--- src/rtl/alu_pkg.sv ---
// Shared opcode map, FSM encoding and error-bit layout for the ALU sequencer.
// Pure definitions: no latency, no flow control.
package alu_pkg;

    localparam logic [4:0] OP_ADD  = 5'b00011;
    localparam logic [4:0] OP_SUB  = 5'b00100;
    localparam logic [4:0] OP_MUL  = 5'b10000;
    localparam logic [4:0] OP_DIV  = 5'b01111;
    localparam logic [4:0] OP_SHR  = 5'b01001;
    localparam logic [4:0] OP_SHL  = 5'b01011;
    localparam logic [4:0] OP_SHRA = 5'b01010;
    localparam logic [4:0] OP_ROR  = 5'b00111;
    localparam logic [4:0] OP_ROL  = 5'b01000;
    localparam logic [4:0] OP_AND  = 5'b00101;
    localparam logic [4:0] OP_OR   = 5'b00110;
    localparam logic [4:0] OP_NEG  = 5'b10001;
    localparam logic [4:0] OP_XOR  = 5'b01101;
    localparam logic [4:0] OP_NOR  = 5'b01110;
    localparam logic [4:0] OP_NOT  = 5'b10010;
    localparam logic [4:0] OP_NOP  = 5'b11010;

    typedef enum logic [1:0] {
        ST_IDLE = 2'd0,
        ST_EXEC = 2'd1,
        ST_DONE = 2'd2
    } state_e;

    localparam int ERR_ILLEGAL_BIT = 0;
    localparam int ERR_DIV_ZERO_BIT = 1;

    function automatic int max3(input int x, input int y, input int z);
        int m;
        m = (x > y) ? x : y;
        return (m > z) ? m : z;
    endfunction

endpackage

--- src/rtl/alu_op_decode.sv ---
// Opcode classifier: legality, mul/div class and EXEC latency for that class.
// Purely combinational, zero latency, no flow control.
import alu_pkg::*;

module alu_op_decode #(
    parameter int SIMPLE_CYCLES = 1,
    parameter int MUL_CYCLES    = 4,
    parameter int DIV_CYCLES    = 8,
    parameter int CNT_W         = 4
) (
    input  logic [4:0]       opcode,
    output logic             legal,
    output logic             is_mul,
    output logic             is_div,
    output logic [CNT_W-1:0] latency
);

    always_comb begin
        legal  = 1'b0;
        is_mul = 1'b0;
        is_div = 1'b0;
        case (opcode)
            OP_ADD, OP_SUB, OP_SHR, OP_SHL, OP_SHRA, OP_ROR, OP_ROL,
            OP_AND, OP_OR, OP_NEG, OP_XOR, OP_NOR, OP_NOT, OP_NOP: begin
                legal = 1'b1;
            end
            OP_MUL: begin
                legal  = 1'b1;
                is_mul = 1'b1;
            end
            OP_DIV: begin
                legal  = 1'b1;
                is_div = 1'b1;
            end
            default: begin
                legal = 1'b0;
            end
        endcase

        if (is_mul) begin
            latency = CNT_W'(MUL_CYCLES);
        end else if (is_div) begin
            latency = CNT_W'(DIV_CYCLES);
        end else begin
            latency = CNT_W'(SIMPLE_CYCLES);
        end
    end

endmodule

--- src/rtl/alu_op_sequencer.sv ---
// Single-issue ALU front end: latch op, hold ALU inputs for the class latency, return HI/LO.
// Legal op takes N+2 cycles, screened error 2; response held until rsp_ready, no new request meanwhile.
import alu_pkg::*;

module alu_op_sequencer #(
    parameter int SIMPLE_CYCLES = 1,
    parameter int MUL_CYCLES    = 4,
    parameter int DIV_CYCLES    = 8
) (
    input  logic        clock,
    input  logic        clear,
    input  logic        req_valid,
    output logic        req_ready,
    input  logic [4:0]  req_opcode,
    input  logic [31:0] req_a,
    input  logic [31:0] req_b,
    output logic [31:0] alu_a,
    output logic [31:0] alu_b,
    output logic [4:0]  alu_opcode,
    input  logic [63:0] alu_c,
    output logic        rsp_valid,
    input  logic        rsp_ready,
    output logic [31:0] rsp_hi,
    output logic [31:0] rsp_lo,
    output logic [1:0]  rsp_err,
    output logic        busy
);

    localparam int CNT_W = $clog2(max3(SIMPLE_CYCLES, MUL_CYCLES, DIV_CYCLES) + 1);

    state_e             state_q, state_d;
    logic [4:0]         opcode_q, opcode_d;
    logic [31:0]        a_q, a_d;
    logic [31:0]        b_q, b_d;
    logic [31:0]        hi_q, hi_d;
    logic [31:0]        lo_q, lo_d;
    logic [1:0]         err_q, err_d;
    logic [CNT_W-1:0]   cnt_q, cnt_d;

    logic               dec_legal;
    logic               unused_dec_is_mul;
    logic               dec_is_div;
    logic [CNT_W-1:0]   dec_latency;

    // Screening looks at the incoming request so the IDLE edge can pick EXEC or DONE directly.
    alu_op_decode #(
        .SIMPLE_CYCLES (SIMPLE_CYCLES),
        .MUL_CYCLES    (MUL_CYCLES),
        .DIV_CYCLES    (DIV_CYCLES),
        .CNT_W         (CNT_W)
    ) u_decode (
        .opcode  (req_opcode),
        .legal   (dec_legal),
        .is_mul  (unused_dec_is_mul),
        .is_div  (dec_is_div),
        .latency (dec_latency)
    );

    always_comb begin
        state_d  = state_q;
        opcode_d = opcode_q;
        a_d      = a_q;
        b_d      = b_q;
        hi_d     = hi_q;
        lo_d     = lo_q;
        err_d    = err_q;
        cnt_d    = cnt_q;

        case (state_q)
            ST_IDLE: begin
                if (req_valid) begin
                    opcode_d = req_opcode;
                    a_d      = req_a;
                    b_d      = req_b;
                    if (!dec_legal) begin
                        state_d = ST_DONE;
                        hi_d    = '0;
                        lo_d    = '0;
                        err_d   = '0;
                        err_d[ERR_ILLEGAL_BIT] = 1'b1;
                    end else if (dec_is_div && (req_a == '0)) begin
                        state_d = ST_DONE;
                        hi_d    = '0;
                        lo_d    = '0;
                        err_d   = '0;
                        err_d[ERR_DIV_ZERO_BIT] = 1'b1;
                    end else begin
                        state_d = ST_EXEC;
                        cnt_d   = dec_latency - 1'b1;
                    end
                end
            end
            ST_EXEC: begin
                if (cnt_q == '0) begin
                    state_d = ST_DONE;
                    hi_d    = alu_c[63:32];
                    lo_d    = alu_c[31:0];
                    err_d   = '0;
                end else begin
                    cnt_d = cnt_q - 1'b1;
                end
            end
            ST_DONE: begin
                if (rsp_ready) begin
                    state_d = ST_IDLE;
                end
            end
            default: begin
                state_d = ST_IDLE;
            end
        endcase
    end

    always_ff @(posedge clock) begin
        if (clear) begin
            state_q  <= ST_IDLE;
            opcode_q <= '0;
            a_q      <= '0;
            b_q      <= '0;
            hi_q     <= '0;
            lo_q     <= '0;
            err_q    <= '0;
            cnt_q    <= '0;
        end else begin
            state_q  <= state_d;
            opcode_q <= opcode_d;
            a_q      <= a_d;
            b_q      <= b_d;
            hi_q     <= hi_d;
            lo_q     <= lo_d;
            err_q    <= err_d;
            cnt_q    <= cnt_d;
        end
    end

    // The ALU only sees the real opcode while EXEC holds it; otherwise it idles on nop.
    assign alu_a      = a_q;
    assign alu_b      = b_q;
    assign alu_opcode = (state_q == ST_EXEC) ? opcode_q : OP_NOP;

    assign req_ready  = (state_q == ST_IDLE);
    assign busy       = (state_q != ST_IDLE);
    assign rsp_valid  = (state_q == ST_DONE);
    assign rsp_hi     = hi_q;
    assign rsp_lo     = lo_q;
    assign rsp_err    = err_q;

endmodule

--- config.mk ---
export PLATFORM = sky130hd
export DESIGN_NAME = alu_op_sequencer
export DESIGN_NICKNAME = d
export VERILOG_FILES = /design/src/rtl/alu_pkg.sv /design/src/rtl/alu_op_decode.sv /design/src/rtl/alu_op_sequencer.sv
export SDC_FILE = /design/constraint.sdc
export NUM_CORES = 1
export LEC_CHECK = 0
export CAP_MARGIN = 25
export CELL_PAD_IN_SITES_DETAIL_PLACEMENT = 2
export CELL_PAD_IN_SITES_GLOBAL_PLACEMENT = 2
export CORE_MARGIN = 2
export CORE_UTILIZATION = 38
export DETAILED_ROUTE_END_ITERATION = 7
export DONT_BUFFER_PORTS = 1
export PLACE_DENSITY_LB_ADDON = 0.1
export SETUP_SLACK_MARGIN = 0.4
export SKIP_LAST_GASP = 1
export SLEW_MARGIN = 30
export SYNTH_ARGS = -nofsm -noshare
export SYNTH_HDL_FRONTEND = slang
export SYNTH_HIERARCHICAL = 1
export SYNTH_SLANG_ARGS = --single-unit
--- constraint.sdc ---
create_clock -name clock -period 5.1 [get_ports clock]
set_clock_uncertainty 0.15 [all_clocks]
set_input_delay 0.255 -clock clock [delete_from_list [all_inputs] [get_ports clock]]
set_output_delay 0.255 -clock clock [all_outputs]
set_load 0.01 [all_outputs]
# Word-level counts from Yosys, hierarchy flattened
# Cells that the tools add are included.
# word_totals
ff_bits	141
inputBits	137
# op_classes
eq_ne	25
n_reduce_logical	11
add_sub_neg	2
mux	29
# ops
operator	count
$mux W32	5
$pmux W32 S2	2
$eq A5 B4 Y1 const B	7
$logic_not A32 Y1	1
$mux W4	6
$eq A5 B3 Y1 const B	4
$eq A5 B5 Y1 const B	4
$mux W2	9
$reduce_or A16 Y1	1
$ne A2 B2 Y1 const B	4
$pmux W4 S2	1
$sub A4 B1 Y4 const B	2
$pmux W2 S3	1
$eq A5 B2 Y1 const B	1
$mux W5	1
$reduce_and A5 Y1	1
$logic_not A4 Y1	1
$ne A2 B1 Y1 const B	2
$pmux W2 S2	1
$reduce_and A4 Y1	1
$reduce_bool A2 Y1	2
$mux W1	3
$ne A3 B2 Y1 const B	1
$reduce_and A3 Y1	1
5 further kinds	5

# Depth between registers and ports, before layout
# Gate-level depths: netlist of the first run.
# logic_depth
word_depth	9
depth_mapped	10
mapped_depth_nobuf	8

# By module
# The synthesis of the first run kept the hierarchy.
# by_module_without_submodules
mod	area_per_inst_um2	instances	cells_per_inst	seq_area_each_um2
alu_op_sequencer	6013.3	1	664	2822.7
alu_op_decode	97.6	1	16	0.0

# Worst setup path before layout of the first run
# OpenSTA, ideal clock, no wires.
# synth_path
kind	input to register
from	input port req_opcode[2]
to	register err_q[0] (netlist: rsp_err[0])
setup_ps	128
arrival_time_ps	1806
cell_stages	10
path_buffers	2
path_slack_ps	3016
path_cell_list	nand4_1 > nor2_1 > nor4b_2 > nand4_1 > o31a_1 > a21oi_4 > buf_8 > buf_6 > mux2i_1 > nor2_1
# synth_via
elab_cells_between_ends	25
# synth_rtl
item	line	text
start: declaration	alu_op_sequencer.sv:14	input logic [4:0] req_opcode,
$eq A5 B4 Y1	alu_op_decode.sv:22	case (opcode)
$mux W1	alu_op_decode.sv:22	
named net dec_is_div	alu_op_sequencer.sv:42	logic dec_is_div;
$logic_and A1 B1 Y1	alu_op_sequencer.sv:81	end else if (dec_is_div && (req_a == '0)) begin
$ne A3 B2 Y1 (no source line)	-	
$reduce_and A4 Y1 (no source line)	-	
end signal: assignment	alu_op_sequencer.sv:131	err_q <= err_d;
end: declaration	alu_op_sequencer.sv:37	logic [1:0] err_q, err_d;
# The timed path passes the listed nets, and every way through them passes these cells. The select of a mux whose other input is x is not followed.
# A chain may end at the register's enable or synchronous reset.

# Final worst setup path of the first run
# layout_path
from	register state_q[1]
to	register a_q[2] (netlist: alu_a[2])
# layout_via
elab_chain_len	2
# layout_lines
item	line	text
start: declaration	alu_op_sequencer.sv:31	state_e state_q, state_d;
start signal: assignment	alu_op_sequencer.sv:125	state_q <= state_d;
$logic_not A2 Y1	-	
named net req_ready	alu_op_sequencer.sv:13	output logic req_ready,
$reduce_and A2 Y1 (no source line)	-	
end signal: assignment	alu_op_sequencer.sv:118	a_q <= '0;
end signal: assignment	alu_op_sequencer.sv:127	a_q <= a_d;
end: declaration	alu_op_sequencer.sv:33	logic [31:0] a_q, a_d;
# The timed path passes the listed nets, and every way through them passes these cells.

==> results of run 1 <==
## flip-flops by register name, indices dropped and copies added (netlist names)
register and count:
cnt_q 4, rsp_lo 32, opcode_q 5, rsp_hi 32, rsp_err 2, alu_b 32
alu_a 32, state_q 2
## logic make-up after synthesis
group	share of synthesized area [%]
compound gates	16.9
fa+ha+maj	0.205
buf+inv	5.41
flops	46.2
mux	1.17
other cells	0.0614
simple gates	30.1
## worst min-delay path by stage
stage | from | end | slack, ns | cells past startpoint
after floorplan | req_opcode[0] | opcode_q[0] | 0.24 | 2
after detailed placement | clear | alu_a[10] | 0.19 | 1
final | req_opcode[0] | cnt_q[3] | 0.07 | 4
after global routing | req_opcode[0] | cnt_q[3] | 0.11 | 4
after global placement | clear | alu_a[10] | 0.19 | 1
after CTS | req_opcode[0] | cnt_q[3] | 0.05 | 4
## worst min-delay path, stage by stage
cell and delay, ns:
nand4_1 0.08, nor2_1 0.08, nand4_1 0.08, a31oi_1 0.08
## power by group
group	switching [mW]	internal [mW]	total [mW]
Clock	0.520	0.850	1.37
Combinational	0.279	0.186	0.465
Sequential	0.0788	1.16	1.24
## layout make-up
cell class,instances,area [sq um]
Fill cell,1617,7650
Multi-Input combinational cell,481,2970
Sequential cell,141,2820
Timing Repair Buffer,142,1460
Clock buffer,20,457
Tap cell,216,270
Clock inverter,12,186
Inverter,2,7.51
Antenna cell,1,2.50
## synth_stat cells, types with 3 or more instances
cell      number
nor2_1        12
nor3_1         4
nand2b_1      69
buf_2         15
nand4_1        3
a211oi_1       3
nand3_1        6
nor2b_1        3
nand3_2       60
nor4_1         8
mux2i_1        6
clkbuf_1      31
a21oi_2       61
and2_1         3
dfxtp_1      141
buf_8          7
a31oi_1        4
a21oi_1       76
nand2_1      145
## metrics by stage
step / hold slack (ns) / instance area (sq um) / util (%) / cells / total power, mW
finish: 0.0681 / 8180 / 51.7 / 1015 / 3.08
global route: 0.106 / 8180 / 51.7 / 1015 / 3.20
CTS: 0.0516 / 8170 / 51.6 / 1014 / 3.07
detailed placement: 0.192 / 6150 / 38.9 / 846 / 1.59
global placement: 0.189 / 6120 / 38.7 / 845 / 1.56
floorplan: 0.241 / 6110 / - / 680 / 1.55
## layer usage
| layer | up-vias | global-route usage (%) | share of wire [%] |
|---|---|---|---|
| li1 | 2485 | - | - |
| met1 | 2659 | 26.7 | 35 |
| met2 | 221 | 53.1 | 54 |
| met3 | 58 | 8.84 | 7.8 |
| met4 | 0 | 12.6 | 3.0 |
| met5 | - | 0 | 0 |
==> results.yml, run 1 <==
yosys:
  ys.flop_type: "dfxtp_1"
  yosysUniqueCellTypes: 39
  seq_area_frac_synth_pct: 46.2
  ys_warn_count: 6
  synth_top_area_share_pct: 46.2
  syn-cell-area_sq_um: 6110
  async_flop_share_pct: 0
  synth_area_per_cell_sq_um: 8.99
  synthTopCellsByArea: "dfxtp_1, nand3_2, nand2_1, a21oi_2, nand2b_1"
  synth-edff-count: 0
  synth_cells: 680
  synth_top_cell_by_area: "dfxtp_1"
  ys_ff_latch: 141
  synthesis.nets: 818
power_and_ir_drop:
  power_density_nw_per_um2: 376
  power.leakage_nw: 2.67
  peakVddDrop_mv: 0.245
worst_setup_path:
  worstRegToRegCells: 7
  worst-setup-path-type: "flip-flop to flip-flop"
  required_ns: 5.31
  cp.arrival_ns: 3.21
  crit_path_start_kind: "flip-flop"
  path_max_fanout: 56
  r2r-end: "alu_a[2]"
  critPathLaunch: "state_q[1]"
  crit_path_end: "alu_a[2]"
  max_stage_delay_ns: 0.58
  path_depth: 7
  path_cells: "or2_1 -> inv_2 -> nand2_2 -> buf_4 -> nand2_1 -> a21oi_1 -> dlygate4sd3_1"
  critPathSlowestCell: "dlygate4sd3_1"
  cp-end-kind: "flip-flop"
  r2r_slack_ns: 2.10
  r2r_start: "state_q[1]"
  critPathTopFamily: "buffers and inverters"
  cp_num_buf_inv: 3
die:
  die_h_um: 131
  die_area_sq_um: 17100
  die_w_um: 131
  pin_count: 275
  rows: 46
  coreArea_sq_um: 15800
  start_util_pct: 38.6
cells_and_area:
  fin_nets: 923
  layout_commonest_cell: "nand2_1"
  final_cell_mix: "nand2_1, dfxtp_1, dlygate4sd3_1, a21oi_1, nand2b_1"
  area_growth_pct: 33.8
  drive_gt1_share_pct: 21.1
clock_tree:
  clockRootBuffer: "clkbuf_16"
  numCtsBuffers: 17
  cts_max_level: 4
  cts_resized: 0
  clk_latency_ns: 0.42
  hold_buffers: 136
  cts_setup_buffers: 0
  clk_path_buf_depth: 2
  cts_tree: "yes"
  clkSinkCount: 141
  cts.clk_slew.worst_paths_ns: 0.07
timing:
  fin_ws_ns: 2.10
  maxSlewHeadroom_pct: 44.3
  slew_viol_final: 0
  setup-violations-final: 0
  period_needed_ns: 3.00
  fmax_mhz: 334
  finalHoldViolCount: 0
  rsz0062_at_grt: "no"
  tns_ns: 0
  post-route-period-util_pct: 58.8
  worst_slew_pin_slew_ns: 0.835
hold_path:
  hp-class: "input pin to flip-flop"
drt:
  routed_wl_um: 24000
  postRouteAntennaNets: 0
  vias: 5423
  wl_per_cell_um: 23.7
  drc_errors: 0
  first_pass_iters: 4
  via_per_inst: 5.34
  drt_iter0_markers: 216
global_route:
  grt_max_degree: 142
  grt_pass1_wl_um: 35600
  antenna_found_initial: 1
  grt_pass1_vias: 6322
  grt.overflow.total: 0
  grt_usage_pct: 27.6
flow_run:
  maxCapViolations: 0
placement:
  place_ws_ns: 2.25
  io_buffers: 0
  hpwl_um: 12400
  gp_congestion: 0.754
run_status:
  status: "completed"
Note: power is estimated with default switching activity, not from simulation.
==> run 2, diff against run 1 <==
--- a/config.mk
+++ b/config.mk
@@ -9,7 +9,7 @@
 export CELL_PAD_IN_SITES_DETAIL_PLACEMENT = 2
 export CELL_PAD_IN_SITES_GLOBAL_PLACEMENT = 2
 export CORE_MARGIN = 2
-export CORE_UTILIZATION = 38
+export CORE_UTILIZATION = 35
 export DETAILED_ROUTE_END_ITERATION = 7
 export DONT_BUFFER_PORTS = 1
 export PLACE_DENSITY_LB_ADDON = 0.1
==> constraint.sdc (replaced) <==
create_clock -name clock -period 3 [get_ports clock]
set_clock_uncertainty 0.15 [all_clocks]
set_input_delay 0.15 -clock clock [delete_from_list [all_inputs] [get_ports clock]]
set_output_delay 0.15 -clock clock [all_outputs]
set_load 0.01 [all_outputs]
==> run 2 against run 1 <==
Against the previous run:
- the flow now finishes with violations (hold timing)
- design area shrank 10%
- sequential share of layout area grew 4.0 points
- register-to-register slack lost 1.5 ns
- sequential power grew 69%
- worst setup slack lost 1.5 ns
- fmax grew 26%
- via count shrank 9.4%
- final cell count shrank 7.3%
- hold slack lost 0.41 ns
==> results.yml, run 2 (synthesized netlist as in run 1, its figures left out) <==
run_status:
  status: "finished with violations"
  violations: "hold timing"
clock_tree:
  cts.clk_slew.worst_paths_ns: 0.06
  cts_tree: "yes"
  cts_max_level: 4
  clockRootBuffer: "clkbuf_16"
  clkSinkCount: 141
  clk_latency_ns: 0.41
  clk_path_buf_depth: 2
  numCtsBuffers: 17
timing:
  slew_viol_final: 0
  fmax_mhz: 421
  period_needed_ns: 2.37
  finalHoldViolCount: 127
  maxSlewHeadroom_pct: 51.0
  setup-violations-final: 0
  rsz0062_at_grt: "no"
  tns_ns: 0
  whs_ns: -0.342
  post-route-period-util_pct: 79.1
  worst_slew_pin_slew_ns: 0.735
drt:
  postRouteAntennaNets: 0
  routed_wl_um: 19300
  drc_errors: 0
  via_per_inst: 5.22
  first_pass_iters: 4
  vias: 4915
  wl_per_cell_um: 20.5
  drt_iter0_markers: 151
placement:
  gp_congestion: 0.705
  io_buffers: 0
  hpwl_um: 13100
  place_area_sq_um: 6270
  placed_cells: 864
worst_setup_path:
  r2r_slack_ns: 0.63
  crit_path_start_kind: "flip-flop"
  r2r-end: "cnt_q[2]"
  r2r_start: "state_q[1]"
  path_cells: "or2_1 -> inv_2 -> and2_2 -> buf_4 -> o2bb2ai_1 -> mux2i_1 -> a31oi_1"
  path_max_fanout: 14
  cp.arrival_ns: 2.52
  critPathSlowestCell: "dfxtp_1"
  cp-end-kind: "flip-flop"
  worstRegToRegCells: 7
  max_stage_delay_ns: 0.38
  worst-setup-path-type: "flip-flop to flip-flop"
  required_ns: 3.14
die:
  die_w_um: 136
  die_h_um: 136
  rows: 48
  start_util_pct: 35.6
  coreArea_sq_um: 17200
  pin_count: 275
  die_area_sq_um: 18500
global_route:
  antenna_found_initial: 0
  grt.overflow.total: 0
  grt_usage_pct: 20.0
  grt_max_degree: 142
  grt_pass1_vias: 5166
  grt_pass1_wl_um: 28400
cells_and_area:
  fin_nets: 842
  instances_no_fill: 941
  seq_area_sq_um: 2820
  fin_area_sq_um: 7330
  n_antenna_cell: 0
  layout_commonest_cell: "nand2_1"
  drive_gt1_share_pct: 24.7
  n_fill_cell: 1839
  multi_input_area_sq_um: 2970
  final_cell_mix: "nand2_1, dfxtp_1, a21oi_1, nand2b_1, a21oi_2"
  area_growth_pct: 19.9
power_and_ir_drop:
  peakVddDrop_mv: 0.388
  power_density_nw_per_um2: 666
  power.total_mw: 4.88
  power.leakage_nw: 2.36
hold_path:
  hold_start: "clear"
  holdPathEnd: "alu_a[12]"
  hp-class: "input pin to flip-flop"
  hold_depth: 1
flow_run:
  maxCapViolations: 0
-- run 2: metal layers --
metal / up-vias / share of wire [%] / wire length (um) / global-route usage, %
li1: 2321 / - / - / -
met1: 2382 / 36 / 6920 / 20.9
met2: 188 / 51 / 9840 / 34.8
met3: 24 / 11 / 2120 / 9.66
met4: 0 / 2.0 / 383 / 7.29
met5: - / 0 / 0 / 0
-- run 2: worst max-delay path: cells and delay by family (launching register included) --
family	cells	cell delay [ns]
and+or+nand+nor	2	0.56
buffers and inverters	2	0.42
muxes	1	0.27
DFF	1	0.38
AOI/OAI and AO/OA	2	0.47
-- run 2: power breakdown --
part	switching, mW	internal [mW]
Sequential	0.124	1.98
Combinational	0.397	0.292
Clock	0.812	1.28
Total	1.33	3.55
-- run 2: worst max-delay path by stage --
stage / startpoint / end / slack (ns) / depth (start not counted)
3_5_place_dp: req_opcode[2] / rsp_hi[26] / 0.32 / 9
2_1_floorplan: state_q[1] / rsp_err[0] / 0.96 / 10
6_report: state_q[1] / cnt_q[2] / 0.63 / 7
5_1_grt: state_q[1] / cnt_q[2] / 0.46 / 7
3_3_place_gp: req_opcode[2] / rsp_hi[23] / 0.37 / 9
4_1_cts: state_q[1] / alu_a[28] / 0.46 / 7
-- run 2: timing repair --
| item | in CTS | in global routing |
|---|---|---|
| endpoints found under the hold margin | 141 | 127 |
| buffers inserted | 0 | 1 |
| gates resized for setup | 0 | 1 |
| hold buffers | 14 | 31 |
| setup endpoints to repair | 0 | 11 |
-- run 2: area by class of cell --
type                            count  area share, %
Inverter                            2          0.102
Tap cell                          225           3.84
Timing Repair Buffer               61           9.04
Multi-Input combinational cell    481           40.5
Clock inverter                     11           1.59
Sequential cell                   141           38.5
Clock buffer                       20           6.37
-- run 2: metrics by stage --
| step | hold WS (ns) | utilization, % | setup slack [ns] |
|---|---|---|---|
| after floorplan | 0.136 | - | 0.960 |
| after global placement | 0.0838 | 36.5 | 0.369 |
| after detailed placement | 0.0872 | 36.5 | 0.325 |
| after CTS | -0.362 | 40.7 | 0.464 |
| after global routing | -0.363 | 42.7 | 0.456 |
| final | -0.342 | 42.7 | 0.626 |
